[src/rtl/ptp_b.sv]
// Parallel-to-parallel type B: emits a loaded word MSB-first as CHUNK_W-bit chunks or single bits.
// Optional parity output is enabled by defining PTP_B_PARITY_EN.
module ptp_b #(
    parameter int WORD_W  = 32,
    parameter int CHUNK_W = 8
) (
    input  logic               clk_i,
    input  logic               reset_i,
    input  logic               load_i,
    input  logic               serialise_i,
    input  logic [WORD_W-1:0]  value_i,
    input  logic               advance_i,
    output logic [CHUNK_W-1:0] value_o,
    output logic               valid_o,
    output logic               busy_o,
    output logic               done_o
`ifdef PTP_B_PARITY_EN
    ,
    output logic               parity_o
`endif
);

    localparam int CNT_W = $clog2(WORD_W) + 1;
    localparam logic [CNT_W-1:0] SER_CNT  = CNT_W'(WORD_W);
    localparam logic [CNT_W-1:0] BYTE_CNT = CNT_W'(WORD_W / CHUNK_W);
    localparam logic [CNT_W-1:0] LAST_CNT = CNT_W'(1);

    typedef enum logic {
        IDLE  = 1'b0,
        SHIFT = 1'b1
    } state_t;

    state_t              state_q;
    logic [WORD_W-1:0]   shreg_q;
    logic [WORD_W-1:0]   shreg_d;
    logic [CNT_W-1:0]    remaining_q;
    logic                mode_q;
    logic                valid_q;
    logic                done_q;

    // Zero-filled left shift by one chunk or one bit, depending on the latched mode.
    always_comb begin
        shreg_d = mode_q ? (shreg_q << 1) : (shreg_q << CHUNK_W);
    end

    always_ff @(posedge clk_i or posedge reset_i) begin
        if (reset_i) begin
            state_q     <= IDLE;
            shreg_q     <= '0;
            remaining_q <= '0;
            mode_q      <= 1'b0;
            valid_q     <= 1'b0;
            done_q      <= 1'b0;
        end else begin
            done_q <= 1'b0;
            case (state_q)
                IDLE: begin
                    if (load_i) begin
                        shreg_q     <= value_i;
                        mode_q      <= serialise_i;
                        remaining_q <= serialise_i ? SER_CNT : BYTE_CNT;
                        valid_q     <= 1'b1;
                        state_q     <= SHIFT;
                    end
                end
                SHIFT: begin
                    // load_i is deliberately ignored here so the word in flight is never disturbed.
                    if (advance_i) begin
                        shreg_q     <= shreg_d;
                        remaining_q <= remaining_q - LAST_CNT;
                        if (remaining_q == LAST_CNT) begin
                            state_q <= IDLE;
                            valid_q <= 1'b0;
                            done_q  <= 1'b1;
                        end
                    end
                end
                default: begin
                    state_q <= IDLE;
                    valid_q <= 1'b0;
                end
            endcase
        end
    end

    always_comb begin
        value_o = '0;
        if (valid_q) begin
            if (mode_q) begin
                value_o[0] = shreg_q[WORD_W-1];
            end else begin
                value_o = shreg_q[WORD_W-1 -: CHUNK_W];
            end
        end
    end

    assign valid_o = valid_q;
    assign busy_o  = valid_q;
    assign done_o  = done_q;

`ifdef PTP_B_PARITY_EN
    // value_o is forced to zero outside SHIFT, so parity is zero there as well.
    assign parity_o = ^value_o;
`endif

endmodule

[config.mk]
export PLATFORM = sky130hd
export DESIGN_NAME = ptp_b
export DESIGN_NICKNAME = d
export VERILOG_FILES = /design/src/rtl/ptp_b.sv
export SDC_FILE = /design/constraint.sdc
export NUM_CORES = 1
export LEC_CHECK = 0
export CAP_MARGIN = 10
export CORE_UTILIZATION = 35
export CTS_CLUSTER_SIZE = 16
export DETAILED_ROUTE_END_ITERATION = 10
export RECOVER_POWER = 25
export SYNTH_ARGS = -nofsm -noshare
export SYNTH_HDL_FRONTEND = slang
export SYNTH_SLANG_ARGS = --single-unit
[constraint.sdc]
create_clock -name clk_i -period 1.4 [get_ports clk_i]
set_input_delay 0.28 -clock clk_i [delete_from_list [all_inputs] [get_ports clk_i]]
set_output_delay 0.28 -clock clk_i [all_outputs]
set_load 0.1 [all_outputs]
==> impl_metrics.py <==
metrics = {
    "floorplan": {
        "start_util_pct": 37.1,
        "die_h_um": 79.3,
        "core_region_area_sq_um": 5640,
        "pin_count": 48,
        "placementRows": 27,
        "dieArea_sq_um": 6290,
        "die_x_um": 79.3,
    },
    "timing": {
        "timing.hold.ws_ns": 0.511,
        "tightest_slew_ns": 0.589,
        "min_period_ns": 1.56,
        "fin_skew_ns": 0.00550,
        "finalCritPeriodShare_pct": 111,
        "slew_violations": 0,
        "setup-violations-final": 8,
        "finalWorstSetupSlack_ns": -0.159,
        "fmax_mhz": 641,
        "hold_violations": 0,
        "relSlewSlack_pct": 60.7,
        "rsz0062_at_grt": "true",
        "setup_tns_ns": -1.23,
    },
    "clock_tree": {
        "htree_levels": 2,
        "numCtsBuffers": 5,
        "path_clk_slew_ns": 0.08,
        "cts_hold_buf": 0,
        "tritoncts": "yes",
        "cts_max_path_buffers": 2,
        "clock_sinks": 42,
        "clock_latency_ns": 0.29,
        "root_buffer": "clkbuf_8",
    },
    "setup_path": {
        "path_class": "reg2out",
        "reg2reg_depth": 3,
        "crit_required_ns": 1.12,
        "crit_start": "mode_q",
        "rr_endpoint": "remaining_q[5]",
        "worstPathMaxFanout": 7,
        "crit_end": "value_o[1]",
        "cp.arrival_ns": 1.28,
        "cp-start-kind": "flip-flop",
        "cp-end-kind": "output port",
        "reg2reg_from": "remaining_q[4]",
        "r2r_slack_ns": 0,
    },
    "run": {
        "drv_cap": 0,
    },
    "yosys": {
        "ys.flop_type": "dfrtp_1",
        "netlist_area_sq_um": 2090,
        "synth_edf_count": 0,
        "syn_inst": 202,
        "yosysUniqueCellTypes": 27,
        "synthArstFlopShare_pct": 100,
        "syn_area_per_cell_sq_um": 10.4,
        "synth_warnings": 0,
        "ys_seq_area_share_pct": 50.3,
        "synth_nets": 241,
        "synth-seq-cells": 42,
    },
    "detailed_routing": {
        "vias": 1714,
        "dr.pass1.iters": 4,
        "dr.first_iter.drc_count": 130,
        "viasPerCell": 5.16,
        "wl_mm": 4.77,
        "drtAntennaViolNets": 0,
        "wire_per_inst_um": 14.4,
        "drc_errors": 0,
    },
    "global_route": {
        "antenna_found_initial": 0,
        "grt_overflow": 0,
        "grt_util_all_layers_pct": 16.3,
        "grt_pass1_vias": 1667,
        "grt_max_degree": 43,
        "grt_pass1_wl_mm": 7.89,
    },
    "placed_design": {
        "place_ws_ns": -0.342,
        "portBuffers": 47,
        "dp_hpwl_mm": 3.33,
        "place_congestion": 0.797,
        "dpl_cell_area_sq_um": 2900,
    },
    "power_and_ir_drop": {
        "p_leak_uw": 0.00130,
        "peakVddDrop_v": 0.000608,
        "p_per_area_nw_per_um2": 1470,
    },
    "final_layout": {
        "drive_gt1_share_pct": 21.5,
        "fin_area_sq_um": 3030,
        "fill_cells": 529,
        "antenna_cells": 0,
        "area_growth_pct": 44.8,
        "nNetsFinal": 298,
        "post-route-util_pct": 53.7,
    },
    "worst_hold_path": {
        "holdCritPathClass": "reg2reg",
    },
    "run_status": {
        "status": "finished, violations left",
        "violations": "setup timing",
    },
}
layout by cell type, fill, tap and decap left out, types with 2 or more instances in the layout:
cell              n
ha_1              2
nor2b_4           2
clkbuf_8          6
clkdlybuf4s50_1  34
nand2b_1          2
a22oi_1          30
mux2i_1          27
o211ai_1          2
buf_12           13
dfrtp_1          40
nor2_1            3
and2_4            7
buf_4            13
inv_1             4
nand2_1          24
buf_6             2
o21ai_0          25
o21ai_1           3
synthesized netlist by cell type, drive strengths merged, types with 2 or more instances:
master,count,area (sq um)
nand2,24,90.1
inv,4,15.0
mux2i,28,280
nand2b,2,12.5
o211ai,2,15.0
nor2b,3,18.8
ha,2,25.0
buf,8,45.0
a22oi,31,233
nor2,3,11.3
o21ai,28,140
dfrtp,42,1050
and2,7,43.8
clkbuf,7,26.3
flip-flops by register name (all words and copies together) (netlist names):
name / count
remaining_q: 6
shreg_q: 32
done_o: 1
state_q: 1
mode_q: 1
busy_o: 1
metrics by stage:
stage | power (uW) | instances
3_5_place_dp | 3620 | 323
5_1_grt | 4740 | 332
3_3_place_gp | 3580 | 323
2_1_floorplan | 3000 | 202
4_1_cts | 4460 | 332
6_report | 4450 | 332
cell type report:
| cell class | count | area [sq um] | share of cell area (%) |
|---|---|---|---|
| sequential | 42 | 1060 | 34.9 |
| multi-input combinational | 141 | 1020 | 33.8 |
| clock buffer | 6 | 82.6 | 2.73 |
| tap | 72 | 90.1 | 2.98 |
| clock inverter | 2 | 12.5 | 0.413 |
| timing repair buffer | 65 | 747 | 24.7 |
| inverter | 4 | 15.0 | 0.496 |
worst max-delay path, stage by stage (launching register included):
cell	delay [ns]
dfrtp_2	0.45
nor2b_4	0.19
and2_4	0.18
buf_12	0.16
power breakdown:
group	leakage, uW	switching, uW	internal (uW)
sequential	0.000557	327	1610
clock	0.0000472	415	396
combinational	0.000697	843	855
total	0.00130	1590	2860
layer usage:
metal	GRT usage, %	wire, um	part of all wire (%)	vias to the layer above
met1	20.8	2150	45	823
met5	0	0	0	-
met3	4.02	226	4.7	2
met4	5.45	41	0.86	0
li1	-	-	-	851
met2	27.0	2360	49	38
how the worst min path moves through the flow:
stage,startpoint,endpoint,depth (start not counted)
finish,remaining_q[1],remaining_q[1],2
global route,value_i[7],shreg_q[7],3
CTS,reset_i,shreg_q[28],3
detailed placement,remaining_q[1],remaining_q[1],2
global placement,remaining_q[1],remaining_q[1],2
floorplan,value_i[1],shreg_q[1],2
what timing repair did:
item,in CTS,in global routing
gates cloned,0,0
setup buffers,1,0
resized for setup,3,8
pin swaps,3,2
setup endpoints to repair,10,24
logic make-up (layout without fill, tap and decap cells):
family | after synthesis | after routing | synth area share, %
AOI/OAI and AO/OA | 63 | 63 | 19.2
and+or+nand+nor | 47 | 47 | 11.4
DFF | 42 | 42 | 50.3
muxes | 28 | 28 | 13.4
buffers and inverters | 19 | 77 | 4.13
adders and majority gates | 2 | 2 | 1.20
xor gates and xnor gates | 1 | 1 | 0.419
No activity file was read; power rests on OpenSTA's default activity.
==> edit: new RTL, same settings <==
The parameter `WORD_W` goes from 32 to 64.
--- a/src/rtl/ptp_b.sv
+++ b/src/rtl/ptp_b.sv
@@ -1,7 +1,7 @@
 // Parallel-to-parallel type B: emits a loaded word MSB-first as CHUNK_W-bit chunks or single bits.
 // Optional parity output is enabled by defining PTP_B_PARITY_EN.
 module ptp_b #(
-    parameter int WORD_W  = 32,
+    parameter int WORD_W  = 64,
     parameter int CHUNK_W = 8
 ) (
     input  logic               clk_i,
Interface: changed (resized value_i); port bits go from 48 to 80. The function was not compared with the original's and may differ.
==> edit against the original RTL <==
- the flow still finishes with violations (setup timing)
- design area is 97% higher
- sequential power is 69% higher
- critical path depth stayed put
- setup slack worse by 61 ps
- total power is 110% higher
- critical endpoint is now value_o[5]
- area after synthesis is 78% higher
- wire length is 140% higher
- non-clock buffer count is 66 higher
- sequential cell count is 33 higher
==> edit: results (changes against the original RTL) <==
status:
  status: "complete, but fails checks"  # unchanged
  violations: "setup timing"  # unchanged
global_route:
  grt_max_degree: 44  # was 43
  use_met3: 0.05009  # was 0.04023
  met2_usage: 0.2970  # was 0.2698
  grt_pass1_wl_um: 16350  # was 7893 um
  grt_util_met1: 0.2522  # was 0.2085
worst_setup_path:
  cpPeakStageDelay_ps: 470  # was 450 ps
  arrival_ps: 1340  # was 1280 ps
pwr:
  swShare: 0.3702  # was 0.3565
  p_leak_nw: 2.442  # was 1.301 nW
clock_network:
  numCtsBuffers: 9  # was 5
  cts.repair.resized: 17  # was 3
  worstSkewPairLatency_ps: 350  # was 290 ps
  htree_levels: 3  # was 2
place:
  place_hpwl_um: 6609  # was 3326 um
  dpl_cell_area_um2: 5050  # was 2903 um2
cells_and_area:
  multi_input_area_um2: 2093  # was 1025 um2
  signal_buffers: 131  # was 65
  biggestRegsByFlops: "shreg_q: 64 flops, remaining_q: 7 flops"  # was shreg_q: 32 flops, remaining_q: 6 flops
  num-nets-final: 530  # was 298
  final-nonclk-buf-share: 0.2582  # was 0.2467
detailed_routing:
  wirelength_met1_um: 4905  # was 2145 um
  dr_wl_met3_um: 579  # was 226 um
  drt_iter0_drc: 185  # was 130
  wl_met2_um: 5611  # was 2357 um
timing:
  fin_ws_ps: -220.5  # was -159.5 ps
  finalSetupViolations: 26  # was 8
synth:
  seq_area_frac_synth: 0.5030  # was 0.5027
floorplan:
  tap_cells: 136  # was 72
## edit: cell count changes after synthesis, sizes merged, moves of 6 or more
cell    unedited run  this run
a22oi             31        63
buf                8        14
clkbuf             7        18
dfrtp             42        75
mux2i             28        58
o21ai             28        59
nand2             24        18
## edit: cell families (layout without fill, tap and decap cells)
kind of cell / after synthesis / after routing / synth area share
flip-flops: 75 / 75 / 0.5030
adder cells (fa/ha/maj): 2 / 2 / 0.006706
multiplexers: 59 / 59 / 0.1586
buffers and inverters: 36 / 151 / 0.04125
AND/OR/NAND/NOR: 44 / 44 / 0.06338
AO/OA/AOI/OAI: 133 / 133 / 0.2270
## edit: power by group through the flow
stage / clock, W / sequential, W / combinational [W]
global placement: 0 / 0.00320 / 0.00341
CTS: 0.00211 / 0.00318 / 0.00369
floorplan: 0 / 0.00316 / 0.00216
detailed placement: 0 / 0.00321 / 0.00345
global route: 0.00220 / 0.00334 / 0.00435
finish: 0.00208 / 0.00327 / 0.00409
## edit: worst paths after layout
kind | to | depth (start not counted) | slack (ps)
max reg2reg | remaining_q[5] | 3 | -160
max | value_o[5] | 3 | -220
min | shreg_q[3] | 3 | 450
min reg2reg | shreg_q[61] | 2 | 540
max in group asynchronous | shreg_q[19] | 3 | 170
min in group asynchronous | remaining_q[3] | 3 | 480
## edit: worst max-delay path: cells and delay by family (launching register included)
kind	cells	cell delay, ps
buffers and inverters	1	160
flip-flops	1	470
AND/OR/NAND/NOR	2	360
## edit: metrics by stage
stage               power [W]  TNS (ps)  cells  setup slack [ps]
floorplan            0.005320     -1917    349            -243.8
global placement     0.006607    -15810    562            -283.1
detailed placement   0.006665    -17020    562            -278.7
CTS                  0.008979     -2283    582            -250.3
global route         0.009898     -5505    600            -264.1
finish               0.009443     -2274    600            -220.5
